### config.mk
export PLATFORM = sky130hd
export DESIGN_NAME = div_sequencer
export DESIGN_NICKNAME = d
export VERILOG_FILES = /design/src/rtl/div_sequencer_pkg.sv /design/src/rtl/div_step.sv /design/src/rtl/div_sequencer.sv
export SDC_FILE = /design/constraint.sdc
export NUM_CORES = 1
export LEC_CHECK = 0
export CAP_MARGIN = 10
export CORE_MARGIN = 2
export CORE_UTILIZATION = 50
export CTS_CLUSTER_DIAMETER = 150
export DETAILED_ROUTE_END_ITERATION = 6
export PLACE_DENSITY_LB_ADDON = 0.08
export SLEW_MARGIN = 5
export SYNTH_ARGS = -nofsm -noshare
export SYNTH_HDL_FRONTEND = slang
export SYNTH_SLANG_ARGS = --single-unit
### constraint.sdc
create_clock -name clk -period 6.17 [get_ports clk]
set_clock_uncertainty 0.2 [all_clocks]
set_input_delay 0.617 -clock clk [delete_from_list [all_inputs] [get_ports clk]]
set_output_delay 0.617 -clock clk [all_outputs]
set_load 0.03 [all_outputs]
### src/rtl/div_sequencer_pkg.sv
`default_nettype none
// =============================================================================
// div_sequencer_pkg : state encoding and constants shared by the divide unit
// Revision: 1.0
// =============================================================================
package div_sequencer_pkg;

    localparam int DIV_WIDTH = 32;
    localparam int DIV_ITER  = DIV_WIDTH;

    // Quotient reported for a zero divisor.
    localparam logic [DIV_WIDTH-1:0] DZ_QUOTIENT = '1;

    typedef enum logic [2:0] {
        ST_IDLE = 3'd0,
        ST_PREP = 3'd1,
        ST_CALC = 3'd2,
        ST_FIX  = 3'd3,
        ST_DONE = 3'd4
    } div_state_t;

endpackage
`default_nettype wire

### src/rtl/div_step.sv
`default_nettype none
// =============================================================================
// div_step : one combinational restoring-divide iteration on {rem,quo}
// Revision: 1.0
// =============================================================================
module div_step
    import div_sequencer_pkg::*;
#(
    parameter int WIDTH = DIV_WIDTH
) (
    input  logic [WIDTH:0]   rem,
    input  logic [WIDTH-1:0] quo,
    input  logic [WIDTH-1:0] divisor_mag,
    output logic [WIDTH:0]   rem_next,
    output logic [WIDTH-1:0] quo_next
);

    logic [WIDTH+1:0] w_shift;
    logic [WIDTH+1:0] w_trial;

    // One extra headroom bit so the trial sign is always the top bit.
    assign w_shift  = {rem, quo[WIDTH-1]};
    assign w_trial  = w_shift - {2'b00, divisor_mag};
    assign rem_next = w_trial[WIDTH+1] ? w_shift[WIDTH:0] : w_trial[WIDTH:0];
    assign quo_next = {quo[WIDTH-2:0], ~w_trial[WIDTH+1]};

endmodule
`default_nettype wire

### src/rtl/div_sequencer.sv
`default_nettype none
// =============================================================================
// div_sequencer : multi-cycle DIV/DIVU engine that stalls the front end and
//                 delivers quotient to LO and remainder to HI with one pulse
// Revision: 1.0
// =============================================================================
module div_sequencer
    import div_sequencer_pkg::*;
#(
    parameter int WIDTH = DIV_WIDTH
) (
    input  logic             clk,
    input  logic             rst_n,
    input  logic             start,
    input  logic             signed_op,
    input  logic [WIDTH-1:0] dividend,
    input  logic [WIDTH-1:0] divisor,
    input  logic             cancel,
    output logic             stall,
    output logic             done,
    output logic             to_hi,
    output logic             to_lo,
    output logic [WIDTH-1:0] hi_data,
    output logic [WIDTH-1:0] lo_data,
    output logic             div_by_zero
);

    localparam int                 c_cnt_w = $clog2(WIDTH);
    localparam logic [c_cnt_w-1:0] c_last  = c_cnt_w'(WIDTH - 1);

    div_state_t         r_state;
    div_state_t         w_state_nxt;
    logic [WIDTH-1:0]   r_dividend;
    logic [WIDTH-1:0]   r_divisor;
    logic               r_signed;
    logic               r_neg_q;
    logic               r_neg_r;
    logic [WIDTH:0]     r_rem;
    logic [WIDTH-1:0]   r_quo;
    logic [WIDTH-1:0]   r_dvsr_mag;
    logic [c_cnt_w-1:0] r_cnt;
    logic [WIDTH-1:0]   r_hi;
    logic [WIDTH-1:0]   r_lo;
    logic               r_dbz;
    logic               w_accept;
    logic               w_dvsr_zero;
    logic [WIDTH-1:0]   w_dividend_mag;
    logic [WIDTH-1:0]   w_divisor_mag;
    logic [WIDTH:0]     w_rem_nxt;
    logic [WIDTH-1:0]   w_quo_nxt;

    assign w_accept       = (r_state == ST_IDLE) && start && !cancel;
    assign w_dvsr_zero    = (r_divisor == '0);
    assign w_dividend_mag = (r_signed && r_dividend[WIDTH-1]) ? -r_dividend : r_dividend;
    assign w_divisor_mag  = (r_signed && r_divisor[WIDTH-1])  ? -r_divisor  : r_divisor;

    div_step #(
        .WIDTH       (WIDTH)
    ) u_step (
        .rem         (r_rem),
        .quo         (r_quo),
        .divisor_mag (r_dvsr_mag),
        .rem_next    (w_rem_nxt),
        .quo_next    (w_quo_nxt)
    );

    always_ff @(posedge clk or negedge rst_n) begin
        if (!rst_n) begin
            r_state <= ST_IDLE;
        end else begin
            r_state <= w_state_nxt;
        end
    end

    always_comb begin
        w_state_nxt = r_state;
        case (r_state)
            ST_IDLE: if (w_accept) w_state_nxt = ST_PREP;
            ST_PREP: w_state_nxt = w_dvsr_zero ? ST_DONE : ST_CALC;
            ST_CALC: if (r_cnt == '0) w_state_nxt = ST_FIX;
            ST_FIX:  w_state_nxt = ST_DONE;
            ST_DONE: w_state_nxt = ST_IDLE;
            default: w_state_nxt = ST_IDLE;
        endcase
        if (cancel && (r_state != ST_IDLE)) begin
            w_state_nxt = ST_IDLE;
        end
    end

    // Every datapath update is suppressed by cancel so results stay intact.
    always_ff @(posedge clk or negedge rst_n) begin
        if (!rst_n) begin
            r_dividend <= '0;
            r_divisor  <= '0;
            r_signed   <= 1'b0;
            r_neg_q    <= 1'b0;
            r_neg_r    <= 1'b0;
            r_rem      <= '0;
            r_quo      <= '0;
            r_dvsr_mag <= '0;
            r_cnt      <= '0;
            r_hi       <= '0;
            r_lo       <= '0;
            r_dbz      <= 1'b0;
        end else if (!cancel) begin
            case (r_state)
                ST_IDLE: begin
                    if (start) begin
                        r_dividend <= dividend;
                        r_divisor  <= divisor;
                        r_signed   <= signed_op;
                        r_dbz      <= 1'b0;
                    end
                end
                ST_PREP: begin
                    r_neg_q    <= r_signed & (r_dividend[WIDTH-1] ^ r_divisor[WIDTH-1]);
                    r_neg_r    <= r_signed & r_dividend[WIDTH-1];
                    r_quo      <= w_dividend_mag;
                    r_dvsr_mag <= w_divisor_mag;
                    r_rem      <= '0;
                    r_cnt      <= c_last;
                    if (w_dvsr_zero) begin
                        r_lo  <= WIDTH'(DZ_QUOTIENT);
                        r_hi  <= r_dividend;
                        r_dbz <= 1'b1;
                    end
                end
                ST_CALC: begin
                    r_rem <= w_rem_nxt;
                    r_quo <= w_quo_nxt;
                    if (r_cnt != '0) begin
                        r_cnt <= r_cnt - 1'b1;
                    end
                end
                ST_FIX: begin
                    r_lo <= r_neg_q ? -r_quo : r_quo;
                    r_hi <= r_neg_r ? -r_rem[WIDTH-1:0] : r_rem[WIDTH-1:0];
                end
                default: ;
            endcase
        end
    end

    // Gated by reset so the front end is released the instant reset asserts.
    assign stall = rst_n && (w_accept || (r_state == ST_PREP) ||
                             (r_state == ST_CALC) || (r_state == ST_FIX));
    assign done        = (r_state == ST_DONE);
    assign to_hi       = done;
    assign to_lo       = done;
    assign hi_data     = r_hi;
    assign lo_data     = r_lo;
    assign div_by_zero = r_dbz;

endmodule
`default_nettype wire

# After elaboration in Yosys (flattened, before gate mapping)
# Index checks and enable logic that the tools add are counted.
# Widths: inputs -> output; s select.
dict set report word_totals {
  regBits 237
  output_inout_bits 69
}
dict set report classes {
  addsub 6
  n_eq_ne 9
  mux 21
  bitwise_logic 5
  n_reduce_logical 25
}
# cell n
set ops {}
lappend ops {{$mux 32} 6}
lappend ops {{$pmux 32 s2} 3}
lappend ops {{$neg 32->32} 4}
lappend ops {{$pmux 33 s2} 1}
lappend ops {{$sub 34x32->34} 1}
lappend ops {{$mux 33} 1}
lappend ops {{$logic_not 32->1} 1}
lappend ops {{$mux 3} 4}
lappend ops {{$pmux 3 s4} 1}
lappend ops {{$pmux 5 s2} 1}
lappend ops {{$reduce_and 3->1} 3}
lappend ops {{$eq 3x2->1 const B} 2}
lappend ops {{$logic_and 1x1->1} 6}
lappend ops {{$ne 2x2->1 const B} 3}
lappend ops {{$reduce_and 2->1} 3}
lappend ops {{$reduce_bool 2->1} 3}
lappend ops {{$logic_not 5->1} 1}
lappend ops {{$mux 5} 1}
lappend ops {{$reduce_bool 5->1} 1}
lappend ops {{$sub 5x1->5 const B} 1}
lappend ops {{$reduce_and 4->1} 1}
lappend ops {{$eq 3x1->1 const B} 1}
lappend ops {{$eq 3x3->1 const B} 1}
lappend ops {{$logic_not 3->1} 1}
lappend ops {{other kinds (10)} 15}

# Logic depth before layout (Yosys ltp)
dict set report depth {
  word_depth 7
  depth_mapped 13
}

# Hierarchy
# From an unflattened synthesis, not the netlist that was laid out.
dict set report hier_totals {
  hier_cells 1553
  area_unflattened_um2 14442.6
}
# module instances cells_each area_per_inst_um2 seq_area_each_um2
set modules_own_cells {}
lappend modules_own_cells {div_sequencer 1 1216 11996.5 5930.7}
lappend modules_own_cells {div_step 1 337 2446.1 0.0}

# Worst setup path before layout
# No wires, ideal clock.
dict set report synth_timing {
  path_type {register to register}
  from {register r_quo[31]}
  to {register r_rem[30]}
  arrival_time_ps 2887
  required_ps 5837
  path_slack_ps 2950
  stages_incl_launch_ff 13
  path_buffers 0
  synth_period_minus_slack_ps 3220
  cell_sequence {dfrtp_1 inv_1 ha_1 inv_1 fa_1 a21o_1 a221oi_1 o31a_1 o21ai_1 a31oi_1 o31ai_1 o41ai_1 o21ai_0}
}
dict set report synth_via {
  elab_chain_cells 3
}
# element line
set synth_lines {}
lappend synth_lines {{start, declared} div_sequencer.sv:39} ;# logic [WIDTH-1:0] r_quo;
lappend synth_lines {{start signal, assigned} div_sequencer.sv:118} ;# r_quo <= w_dividend_mag;
lappend synth_lines {{start signal, assigned} div_sequencer.sv:130} ;# r_quo <= w_quo_nxt;
lappend synth_lines {{$sub 34x32->34} div_step.sv:23} ;# assign w_trial = w_shift - {2'b00, divisor_mag};
lappend synth_lines {{$mux 33} div_step.sv:24} ;# assign rem_next = w_trial[WIDTH+1] ? w_shift[WIDTH:0] : w_trial[WIDTH:0];
lappend synth_lines {{$pmux 33 s2} div_sequencer.sv:106} ;# case (r_state)
lappend synth_lines {{end signal, assigned} div_sequencer.sv:129} ;# r_rem <= w_rem_nxt;
lappend synth_lines {{end, declared} div_sequencer.sv:38} ;# logic [WIDTH:0] r_rem;
# No other way between the ends.
# A chain may end at the register's enable or synchronous reset.

# Final worst setup path
dict set report layout_timing {
  from {register r_divisor[10]}
  to {register r_lo[25], in the netlist lo_data[25]}
}
dict set report layout_via {
  elab_chain_cells 3
}
# element line
set layout_lines {}
lappend layout_lines {{start, declared} div_sequencer.sv:34} ;# logic [WIDTH-1:0] r_divisor;
lappend layout_lines {{start signal, assigned} div_sequencer.sv:110} ;# r_divisor <= divisor;
lappend layout_lines {{$logic_not 32->1} div_sequencer.sv:53} ;# assign w_dvsr_zero = (r_divisor == '0);
lappend layout_lines {{$ne 2x2->1 (no line)} n/a}
lappend layout_lines {{$reduce_and 3->1 (no line)} n/a}
lappend layout_lines {{end signal, assigned} div_sequencer.sv:123} ;# r_lo <= WIDTH'(DZ_QUOTIENT);
lappend layout_lines {{end signal, assigned} div_sequencer.sv:136} ;# r_lo <= r_neg_q ? -r_quo : r_quo;
lappend layout_lines {{end, declared} div_sequencer.sv:43} ;# logic [WIDTH-1:0] r_lo;
# No other way between the ends.

==> metrics <==
status=finished, final reports clean; Hold Path Cell Cnt=2; WP data required=6410 ps; Synth Area in Simple Gates=15.6%; most frequent cells in the layout=237 x dfrtp_1, 194 x nand2_1, 155 x o21ai_0; Rows=61; vias in the first global route=between 10000 and 15000; mux contribution to synthesized area=between 7 and 8%; Post-synth ARST share=100%; post-DP HPWL=around 26000 µm; DR vias=11537; Post-Synth Adder-Cell Area=3.50%; core box area=0.0279 mm²; Max Cap Viol=0; initial antenna violation count=0; Setup crit start kind=flop; DRT Wirelength=between 30000 and 40000 µm; Final Hold Fails=0; worst hold endpoint=lo_data[7]$_DFFE_PN0P_; HP Class=flop to flop; syn_area_per_cell=approximately 9 µm²; die width=about 170 µm; area delta synth->final=17.9%; Reg2Reg Depth=11; clock insertion delay at the later pin of the skew report=550 ps; RSZ-0062 raised after global routing=no; crit-path max FO=63; Min-Delay Startpoint=lo_data[7]$_DFFE_PN0P_; total track usage=24.4%; clk slew on worst S/H paths=around 60 ps; fmax=approximately 0.25 GHz; Worst IR Drop VDD=0.000309 V; Detailed Routing Iterations Pass 1=5; Final nets=1765; RR Endpoint=lo_data[25]$_DFFE_PN0P_; boundary pin count=138; Remaining Overflow, GRT=0; PD cells=between 500 and 600 mW/mm²; vias per cell=5.61; Tcrit/Tclk final=65.2%; Synth Net Count=1682; pin count of the biggest net entering global routing=86; CTS buffer count=27; sequential fraction of the synthesis area=41.8%; XOR/XNOR Fraction of Synth Area=9.22%; Worst-Margin Slew=1100 ps; Max clock buf depth=3; Sink Count=237; Period minus WS final=4020 ps; Slew Limit Fails=0; htree depth=1; Routed Antenna Nets=0; most common cell after layout, fill and taps aside=dfrtp_1; 1st-iter DRT viols=713; kind of critical path=flop to flop; root buffer cell=clkbuf_16; Yosys reg bits=237; Post-Synthesis Cell Area=approximately 0.014 mm²; setup TNS=0 ps; cts-stage hold buffer count=1; post-CTS setup buffer count=0; Die Y-Extent=172 µm; Max-Slew Margin vs Limit=between 20% and 30%; CTS tree=yes; first-pass GRT wire length=58000 µm; Syn Inst Count=approximately 1600; crit-path cells=or3_1 -> or3_1 -> nor2_1 -> nand2_1 -> nor3_4 -> o211ai_4 -> buf_4 -> inv_2 -> buf_4 -> nand2_2 -> o22a_1; Leakage=0.00704 µW; top_reg_cell synth=dfrtp_1; starting density of the core=between 50 and 60%; post-synth cell types=74; Resized Gates After CTS=0; Max stage delay cell, worst path=or3_1; flop2flop setup slack=approximately 2100 ps; max incr delay on CP=around 470 ps; CP endpoint kind=flop; WL/cell=17.3 µm; Post-synth EDFFs=0; Yosys warnings=0; WP data arrival=4260 ps; Die ar.=just under 0.03 mm²; largest family of logic cells by synthesized area=compound AO/OA/AOI/OAI gates; R2R Path Start=r_divisor[10]$_DFFE_PN0P_; Placer Congestion=0.879; share of cells above drive strength 1=8.94%; Final setup viols=0; Compound-Gate Fraction of Synth Area=a little under a fifth; Design Power=8550 µW; DRC errors left=0; antenna diode count=0; Buffers on Ports=137
cells by family (layout without fill, tap and decap cells):
kind of cell               Yosys count  after routing
buffers and inverters              153            256
xor gates and xnor gates           147            147
and+or+nand+nor                    484            484
AOI/OAI and AO/OA                  422            422
DFF                                237            237
adders and majority gates           39             39
muxes                               92             92
critical path: cells and delay by family, from the launching register on:
kind / cells / cell delay, ps
compound gates: 2 / 380
simple gates: 6 / 2010
flops: 1 / 420
buf+inv: 3 / 880
cell type report:
type,count,area (µm²)
fillers,2506,11200
multi-input cells,1184,7640
flip-flops and latches,237,5930
repair buffers,151,1480
clock buffers,37,753
well taps,378,473
clock inverters,12,214
inverters,56,210
synth_stat cells, drive strengths merged, types with 2 or more instances:
master   instances  area (µm²)
dfrtp          237        5930
nand2          195         734
o21ai          172         865
nor2           119         449
a21oi          106         531
xor2            78         683
clkbuf          74         278
xnor2           69         623
mux2            65         732
inv             56         210
nand3           46         235
ha              38         475
nor3            32         171
o31ai           28         215
mux2i           27         270
a31oi           24         150
buf             23         139
or3             21         131
o211ai          15         126
nand2b          13        81.3
o41ai           13         129
o22a            12         105
a21o            10        75.1
or4             10        82.6
and3             8        50.1
nand4            8        50.1
nor2b            8        50.1
nor4             7        43.8
o21a             7        52.6
o311ai           6        90.1
nand3b           5        37.5
a211oi           4        35.0
a2bb2oi          4        35.0
and2             4        25.0
o21bai           4        30.0
or2              3        18.8
a2111oi          2        36.3
a31o             2        17.5
a32oi            2        17.5
nor4b            2        17.5
o22ai            2        12.5
where the power goes:
group / total (µW) / switching (µW) / internal (µW) / leakage [µW]
Combinational: 4090 / 2270 / 1820 / 0.00362
Clock: 1740 / 639 / 1100 / 0.000477
Sequential: 2720 / 655 / 2060 / 0.00295
state kept, by name (all words and copies together) (netlist names):
signal / count
div_by_zero: 1
hi_data: 32
lo_data: 32
r_cnt: 5
r_dividend: 32
r_divisor: 32
r_dvsr_mag: 32
r_neg_q: 1
r_neg_r: 1
r_quo: 32
r_rem: 33
r_signed: 1
r_state: 3
metrics by stage:
stage                     instance area [µm²]  std cells  setup slack [ps]  util (%)  hold slack (ps)
after global routing                    16700       2055              1860      60.0              312
after CTS                               16700       2055              2130      60.0              277
final                                   16700       2055              2150      60.0              276
after detailed placement                15700       2005              2110      56.5              263
after floorplan                         14200       1574              2950         -              121
after global placement                  15700       2005              2160      56.5              261
worst max-delay path by stage:
stage / end / slack (ps) / startpoint / depth (start not counted)
floorplan: r_rem[30]$_DFFE_PN0P_ / 2950 / r_quo[31]$_DFFE_PN0P_ / 12
global placement: lo_data[27]$_DFFE_PN0P_ / 2160 / r_divisor[10]$_DFFE_PN0P_ / 11
detailed placement: lo_data[25]$_DFFE_PN0P_ / 2110 / r_divisor[10]$_DFFE_PN0P_ / 11
CTS: lo_data[25]$_DFFE_PN0P_ / 2130 / r_divisor[10]$_DFFE_PN0P_ / 11
global route: lo_data[25]$_DFFE_PN0P_ / 1860 / r_divisor[10]$_DFFE_PN0P_ / 11
finish: lo_data[25]$_DFFE_PN0P_ / 2150 / r_divisor[10]$_DFFE_PN0P_ / 11
per-layer routing:
metal  track usage [%]  up-vias  wire [µm]
met5                 0        -          0
met2              40.6      261      16600
met4              7.89        0       1100
li1                  -     5684          -
met3              2.86       66       1370
met1              33.3     5526      16400
(Power assumes the default switching activity.)
